### config.mk
export PLATFORM = sky130hd
export DESIGN_NAME = tsc_capture_ctrl
export DESIGN_NICKNAME = d
export VERILOG_FILES = /design/src/rtl/tsc_pkg.sv /design/src/rtl/tsc_capture_ctrl_ring_buffer.sv /design/src/rtl/tsc_capture_ctrl.sv
export SDC_FILE = /design/constraint.sdc
export NUM_CORES = 1
export LEC_CHECK = 0
export ABC_AREA = 1
export BUFFER_PORTS_ARGS = -buffer_cell sky130_fd_sc_hd__buf_2
export CORE_UTILIZATION = 45
export CTS_CLUSTER_DIAMETER = 200
export CTS_CLUSTER_SIZE = 14
export DETAILED_ROUTE_END_ITERATION = 12
export PLACE_DENSITY_LB_ADDON = 0.08
export SLEW_MARGIN = 10
export SYNTH_ARGS = -nofsm -noshare
export SYNTH_HDL_FRONTEND = slang
export SYNTH_SLANG_ARGS = --single-unit
export TNS_END_PERCENT = 1
### constraint.sdc
create_clock -name clk -period 5.85 [get_ports clk]
set_input_delay 1.17 -clock clk [delete_from_list [all_inputs] [get_ports clk]]
set_output_delay 1.17 -clock clk [all_outputs]
set_load 0.1 [all_outputs]
### src/rtl/tsc_pkg.sv
// tsc_pkg: shared state encoding, sample width and pointer-width helper for the transient capture controller
package tsc_pkg;
  localparam int SAMPLE_W = 8;
  typedef enum logic [2:0] {S_IDLE, S_RUN, S_POST, S_HOLD, S_SEND} tsc_state_e;
  function automatic int ptr_w(input int depth);
    return (depth > 1) ? $clog2(depth) : 1;
  endfunction
endpackage

### src/rtl/tsc_capture_ctrl_ring_buffer.sv
// tsc_ring_buffer: DEPTH x SAMPLE_W sample store, one write port and one registered read port
module tsc_ring_buffer
  import tsc_pkg::*;
#(
  parameter int DEPTH = 32,
  parameter int AW = ptr_w(DEPTH)
) (
  input  logic                clk,
  input  logic                we,
  input  logic [AW-1:0]       wa,
  input  logic [SAMPLE_W-1:0] wd,
  input  logic [AW-1:0]       ra,
  output logic [SAMPLE_W-1:0] rd
);
  logic [SAMPLE_W-1:0] mem [DEPTH];
  always_ff @(posedge clk) begin
    if (we) mem[wa] <= wd;
    rd <= mem[ra];
  end
endmodule

### src/rtl/tsc_capture_ctrl.sv
// tsc_capture_ctrl: ADC2 transient capture with pre/post trigger window and serial readout; TSC_ADC_TIMEOUT_EN adds the rdy timeout
module tsc_capture_ctrl
  import tsc_pkg::*;
#(
  parameter int                  BUF_DEPTH   = 32,
  parameter int                  PRE_SAMPLES = 8,
  parameter logic [SAMPLE_W-1:0] TRIG_LEVEL  = 8'd128,
  parameter int                  SAMPLE_DIV  = 4,
  parameter int                  ADC_TIMEOUT = 64
) (
  input  logic                clk,
  input  logic                rst,
  input  logic                start,
  input  logic                stop,
  output logic                req,
  input  logic                rdy,
  input  logic [SAMPLE_W-1:0] dat,
  input  logic                sbf,
  output logic                trd,
  output logic                sd,
  output logic                cd,
  output logic                busy,
  output logic                err
);
  localparam int PW = ptr_w(BUF_DEPTH);
  localparam int DW = $clog2(SAMPLE_DIV + 1);
  localparam logic [PW:0] PRE_C = (PW + 1)'(PRE_SAMPLES);
  localparam logic [PW:0] POST_LAST = (PW + 1)'(BUF_DEPTH - PRE_SAMPLES - 2);
  localparam logic [PW:0] SEND_LAST = (PW + 1)'(BUF_DEPTH - 1);
  localparam logic [DW-1:0] DIV_RLD = DW'(SAMPLE_DIV - 1);
  tsc_state_e state_q, state_d;
  logic req_q, req_d, trd_q, trd_d, cd_q, cd_d, we, cap, tmo;
  logic [DW-1:0] div_q, div_d;
  logic [PW:0] cnt_q, cnt_d;
  logic [PW-1:0] wr_ptr_q, wr_ptr_d, rd_ptr_q, rd_ptr_d;
  logic [SAMPLE_W-1:0] shift_q, shift_d, rd_data;
  logic [2:0] bit_q, bit_d;
  tsc_ring_buffer #(.DEPTH(BUF_DEPTH), .AW(PW)) u_buf (
    .clk(clk),
    .we (we),
    .wa (wr_ptr_q),
    .wd (dat),
    .ra (rd_ptr_d),
    .rd (rd_data)
  );
  always_comb begin
    state_d = state_q;
    req_d = req_q;
    div_d = div_q;
    cnt_d = cnt_q;
    wr_ptr_d = wr_ptr_q;
    shift_d = shift_q;
    bit_d = bit_q;
    trd_d = trd_q;
    cd_d = 1'b0;
    we = 1'b0;
    cap = req_q & rdy;
    case (state_q)
      S_IDLE: if (start & ~stop) begin
        state_d = S_RUN;
        trd_d = 1'b0;
        cnt_d = '0;
        div_d = '0;
      end
      S_RUN, S_POST: if (cap) begin
        we = 1'b1;
        wr_ptr_d = wr_ptr_q + 1'b1;
        req_d = 1'b0;
        div_d = DIV_RLD;
        if (state_q == S_POST) begin
          cnt_d = cnt_q + 1'b1;
          state_d = (cnt_q == POST_LAST) ? S_HOLD : S_POST;
        end else if (cnt_q >= PRE_C && dat >= TRIG_LEVEL) begin
          state_d = S_POST;
          trd_d = 1'b1;
          cnt_d = '0;
        end else begin
          cnt_d = (cnt_q < PRE_C) ? cnt_q + 1'b1 : cnt_q;
        end
      end else if (!req_q) begin
        req_d = (div_q == '0);
        div_d = (div_q == '0) ? div_q : div_q - 1'b1;
      end
      S_HOLD: if (sbf) begin
        state_d = S_SEND;
        shift_d = rd_data;
        bit_d = '0;
        cnt_d = '0;
      end
      S_SEND: begin
        bit_d = bit_q + 1'b1;
        shift_d = (bit_q == 3'd7) ? rd_data : {shift_q[SAMPLE_W-2:0], 1'b0};
        cnt_d = (bit_q == 3'd7) ? cnt_q + 1'b1 : cnt_q;
        if (bit_q == 3'd7 && cnt_q == SEND_LAST) begin
          state_d = S_IDLE;
          cd_d = 1'b1;
        end
      end
      default: state_d = S_IDLE;
    endcase
    if (tmo) begin
      state_d = S_IDLE;
      req_d = 1'b0;
    end
    if (stop && state_q != S_IDLE) begin
      state_d = S_IDLE;
      req_d = 1'b0;
      cd_d = 1'b0;
    end
    rd_ptr_d = (state_d != S_SEND) ? wr_ptr_d : (state_q != S_SEND || bit_q == 3'd7) ? rd_ptr_q + 1'b1 : rd_ptr_q;
  end
  always_ff @(posedge clk) begin
    if (rst) begin
      state_q <= S_IDLE;
      req_q <= 1'b0;
      div_q <= '0;
      cnt_q <= '0;
      wr_ptr_q <= '0;
      rd_ptr_q <= '0;
      shift_q <= '0;
      bit_q <= '0;
      trd_q <= 1'b0;
      cd_q <= 1'b0;
    end else begin
      state_q <= state_d;
      req_q <= req_d;
      div_q <= div_d;
      cnt_q <= cnt_d;
      wr_ptr_q <= wr_ptr_d;
      rd_ptr_q <= rd_ptr_d;
      shift_q <= shift_d;
      bit_q <= bit_d;
      trd_q <= trd_d;
      cd_q <= cd_d;
    end
  end
`ifdef TSC_ADC_TIMEOUT_EN
  localparam int TW = $clog2(ADC_TIMEOUT + 1);
  logic [TW-1:0] to_q, to_d;
  logic err_q, err_d;
  always_comb begin
    to_d = (req_q & ~rdy) ? to_q + 1'b1 : '0;
    tmo = req_q & ~rdy & (to_q == TW'(ADC_TIMEOUT - 1));
    err_d = (state_q == S_IDLE && start && !stop) ? 1'b0 : err_q | tmo;
  end
  always_ff @(posedge clk) begin
    if (rst) begin
      to_q <= '0;
      err_q <= 1'b0;
    end else begin
      to_q <= to_d;
      err_q <= err_d;
    end
  end
  assign err = err_q;
`else
  assign tmo = 1'b0;
  assign err = 1'b0;
`endif
  assign req = req_q;
  assign trd = trd_q;
  assign cd = cd_q;
  assign sd = (state_q == S_SEND) & shift_q[SAMPLE_W-1];
  assign busy = (state_q != S_IDLE);
endmodule

==> results.json <==
{
  "status": "finished clean",
  "grt_pass1_vias": 8794,
  "ys_ff_latch": 300,
  "io_buffers": 18,
  "cellPowerDensity_nw_per_um2": 282,
  "hold_path.class": "flip-flop to flip-flop",
  "path_buf_inv": 1,
  "first_pass_iters": 5,
  "pwr-share-seq_pct": 56.3,
  "synthDistinctLibCells": 37,
  "drc": 0,
  "fmax_mhz": 250,
  "synthFlopType": "edfxtp_1",
  "period_minus_slack_ps": 4000,
  "area_growth_pct": 7.51,
  "syn_nets": 1426,
  "pwr-share-clk_pct": 37.7,
  "drt-vias-per-instance": 5.06,
  "holdCritStartpoint": "trd$_SDFFE_PP0P_",
  "crit_slowest_cell": "nand2_4",
  "gr-total-overflow": 0,
  "io_pins": 20,
  "synth-async-reset-ratio_pct": 0,
  "r2r_setup_slack_ps": 1850,
  "gp_congestion": 0.781,
  "htree_levels": 1,
  "synth_warnings": 0,
  "path_cells": "ha_1, ha_1, nand2_1, nor2_1, nand3_2, nand3_2, nand2_2, nand2_4, buf_12, nand2_1, nand3_1, nand3_1, nand3_1, nand2_1, nand2_1, nand2_1",
  "clk_pin_slew_worst_paths_ps": 70,
  "regArea_um2": 8570,
  "drt-initial-drc-count": 752,
  "internal_power_mw": 3.19,
  "tightestPinTransition_ps": 1160,
  "final_cell_mix": "nand2_1, inv_1, edfxtp_1, nand3_1, nor2_1",
  "cp_top_family": "simple AND/OR/NAND/NOR gates",
  "drv_cap": 0,
  "cts_buffers": 25,
  "grt_usage_pct": 22.4,
  "postCtsSetupRepairBufs": 0,
  "finalNonFillerCells": 1802,
  "cp_common_cell": "nand2_1",
  "via_count": 9115,
  "cpPeakStageDelay_ps": 620,
  "stdcell_area_um2": 14700,
  "power.switching_mw": 0.950,
  "tns_ps": 0,
  "wl_per_cell_um": 18.8,
  "crit_fanout": 57,
  "setup_viol": 0,
  "n_fill_cell": 2810,
  "synthCells": 1400,
  "multiInputGateArea_um2": 3720,
  "finalWorstSetupSlack_ps": 1850,
  "finalHoldViolCount": 0,
  "layout_commonest_cell": "nand2_1",
  "netlist_area_um2": 13700,
  "peakVddDrop_mv": 0.217,
  "reg2reg_depth": 16,
  "netSwitchingFraction_pct": 22.9,
  "skew_ps": 20.2,
  "critPathKind": "flip-flop to flip-flop",
  "antenna_found_initial": 2,
  "drive_gt1_share_pct": 6.09,
  "dp_cells": 1755,
  "ctsResizeCount": 0,
  "cp_data_required_time_ps": 6280,
  "whs_path_depth": 2,
  "grt_max_degree": 66,
  "slew_headroom_pct": 22.1,
  "avgSynthCellArea_um2": 9.77,
  "leakage_nw": 6.29,
  "worstSetupStartpointType": "flip-flop",
  "total_power_mw": 4.14,
  "post-route-period-util_pct": 68.4,
  "pwr-share-comb_pct": 6.0,
  "start_util_pct": 45.9,
  "ys_seq_area_share_pct": 62.6,
  "worstPathArrival_ps": 4430,
  "fp.dieH_um": 176,
  "cts_num_sinks": 300,
  "hold_end": "trd$_SDFFE_PP0P_",
  "rr_startpoint": "bit_q[0]$_SDFFE_PP0P_",
  "timing.hold.ws_ps": 460,
  "place_hpwl_um": 20200,
  "ctsRootBufferMaster": "clkbuf_16",
  "cts_buffer_depth": 3,
  "grt_pass1_wl_um": 52100,
  "core_um2": 29800,
  "rsz0062_at_grt": "no",
  "rows": 63,
  "worstSetupEndpointType": "flip-flop",
  "layout.nets": 1418,
  "placedInstanceArea_um2": 14000,
  "dieWidth_um": 176,
  "die_area_um2": 31100,
  "final_max_slew_viol_count": 0,
  "worstSkewPairLatency_ps": 540,
  "route.antenna.remaining_nets": 0,
  "fin_util_pct": 49.4,
  "hold_buffers": 0,
  "r2r-end": "u_buf.rd[4]$_DFF_P_",
  "synth_enable_flop_cells": 256,
  "routed_wirelength_um": 33800,
  "dp_slack_ps": 1390,
  "cts_tree": "done"
}
==> per-layer routing <==
metal | track usage (%) | up-vias | part of all wire (%)
li1 | - | 4507 | -
met1 | 32.0 | 4346 | 48
met2 | 35.9 | 218 | 45
met3 | 3.14 | 44 | 5.2
met4 | 5.32 | 0 | 2.0
met5 | 0 | - | 0
==> final cells by class <==
class | instances | share of cell area [%]
inverters | 282 | 7.20
clock inverters | 2 | 0.119
diodes | 1 | 0.0170
multi-input cells | 759 | 25.3
well taps | 390 | 3.32
repair buffers | 24 | 1.09
clock buffers | 44 | 4.74
flip-flops and latches | 300 | 58.3
==> how the worst max path moves through the flow <==
| stage | slack (ps) | startpoint | cells past startpoint | to |
|---|---|---|---|---|
| floorplan | 2700 | state_q[0]$_SDFF_PP0_ | 3 | sd |
| global placement | 1410 | sbf | 14 | u_buf.rd[4]$_DFF_P_ |
| detailed placement | 1390 | sbf | 14 | u_buf.rd[4]$_DFF_P_ |
| CTS | 1820 | bit_q[0]$_SDFFE_PP0P_ | 16 | u_buf.rd[4]$_DFF_P_ |
| global route | 1550 | bit_q[0]$_SDFFE_PP0P_ | 16 | u_buf.rd[6]$_DFF_P_ |
| finish | 1850 | bit_q[0]$_SDFFE_PP0P_ | 16 | u_buf.rd[4]$_DFF_P_ |
==> power by group through the flow <==
stage | Sequential [mW] | Clock (mW) | Combinational [mW]
floorplan | 2.38 | 0 | 0.158
global placement | 2.38 | 0 | 0.249
detailed placement | 2.38 | 0 | 0.250
CTS | 2.33 | 1.60 | 0.250
global route | 2.33 | 1.66 | 0.277
finish | 2.33 | 1.56 | 0.247
==> kinds of logic (layout without fill, tap and decap cells) <==
family / count (synthesis) / count (layout) / synth area share [%]
other: 1 / 2 / 0.0274
AO/OA/AOI/OAI: 52 / 52 / 2.27
adder cells (fa/ha/maj): 12 / 12 / 1.10
AND/OR/NAND/NOR: 681 / 681 / 22.6
multiplexers: 7 / 7 / 0.512
XOR/XNOR: 6 / 6 / 0.384
flip-flops: 300 / 300 / 62.6
buffers and inverters: 341 / 352 / 10.5
==> worst reg2reg max path: stages (launching register included) <==
cell and delay (ps):
dfxtp_1 360, ha_1 160, ha_1 210, nand2_1 60, nor2_1 220, nand3_2 200, nand3_2 390, nand2_2 500
nand2_4 630, buf_12 350, nand2_1 140, nand3_1 100, nand3_1 120, nand3_1 200, nand2_1 100, nand2_1 120
nand2_1 60
==> cells in the mapped netlist (12+ instances only) <==
cell type	count	area share, %
nand3b_1	18	0.99
edfxtp_1	256	56
buf_6	12	0.99
ha_1	12	1.1
a21oi_1	21	0.77
buf_2	27	0.99
nor2_1	59	1.6
nand3_1	248	9.1
nand2_1	322	8.8
inv_1	277	7.6
dfxtp_1	44	6.4
o21ai_0	19	0.70
==> state kept, by name, summed over array words and instances (netlist names) <==
register and cells:
div_q 3, u_buf.rd 8, state_q 3, req 1
trd 1, u_buf.mem 256, cd 1, bit_q 3
cnt_q 6, wr_ptr_q 5, rd_ptr_q 5, shift_q 8
Note: power is estimated with default switching activity, not from simulation.
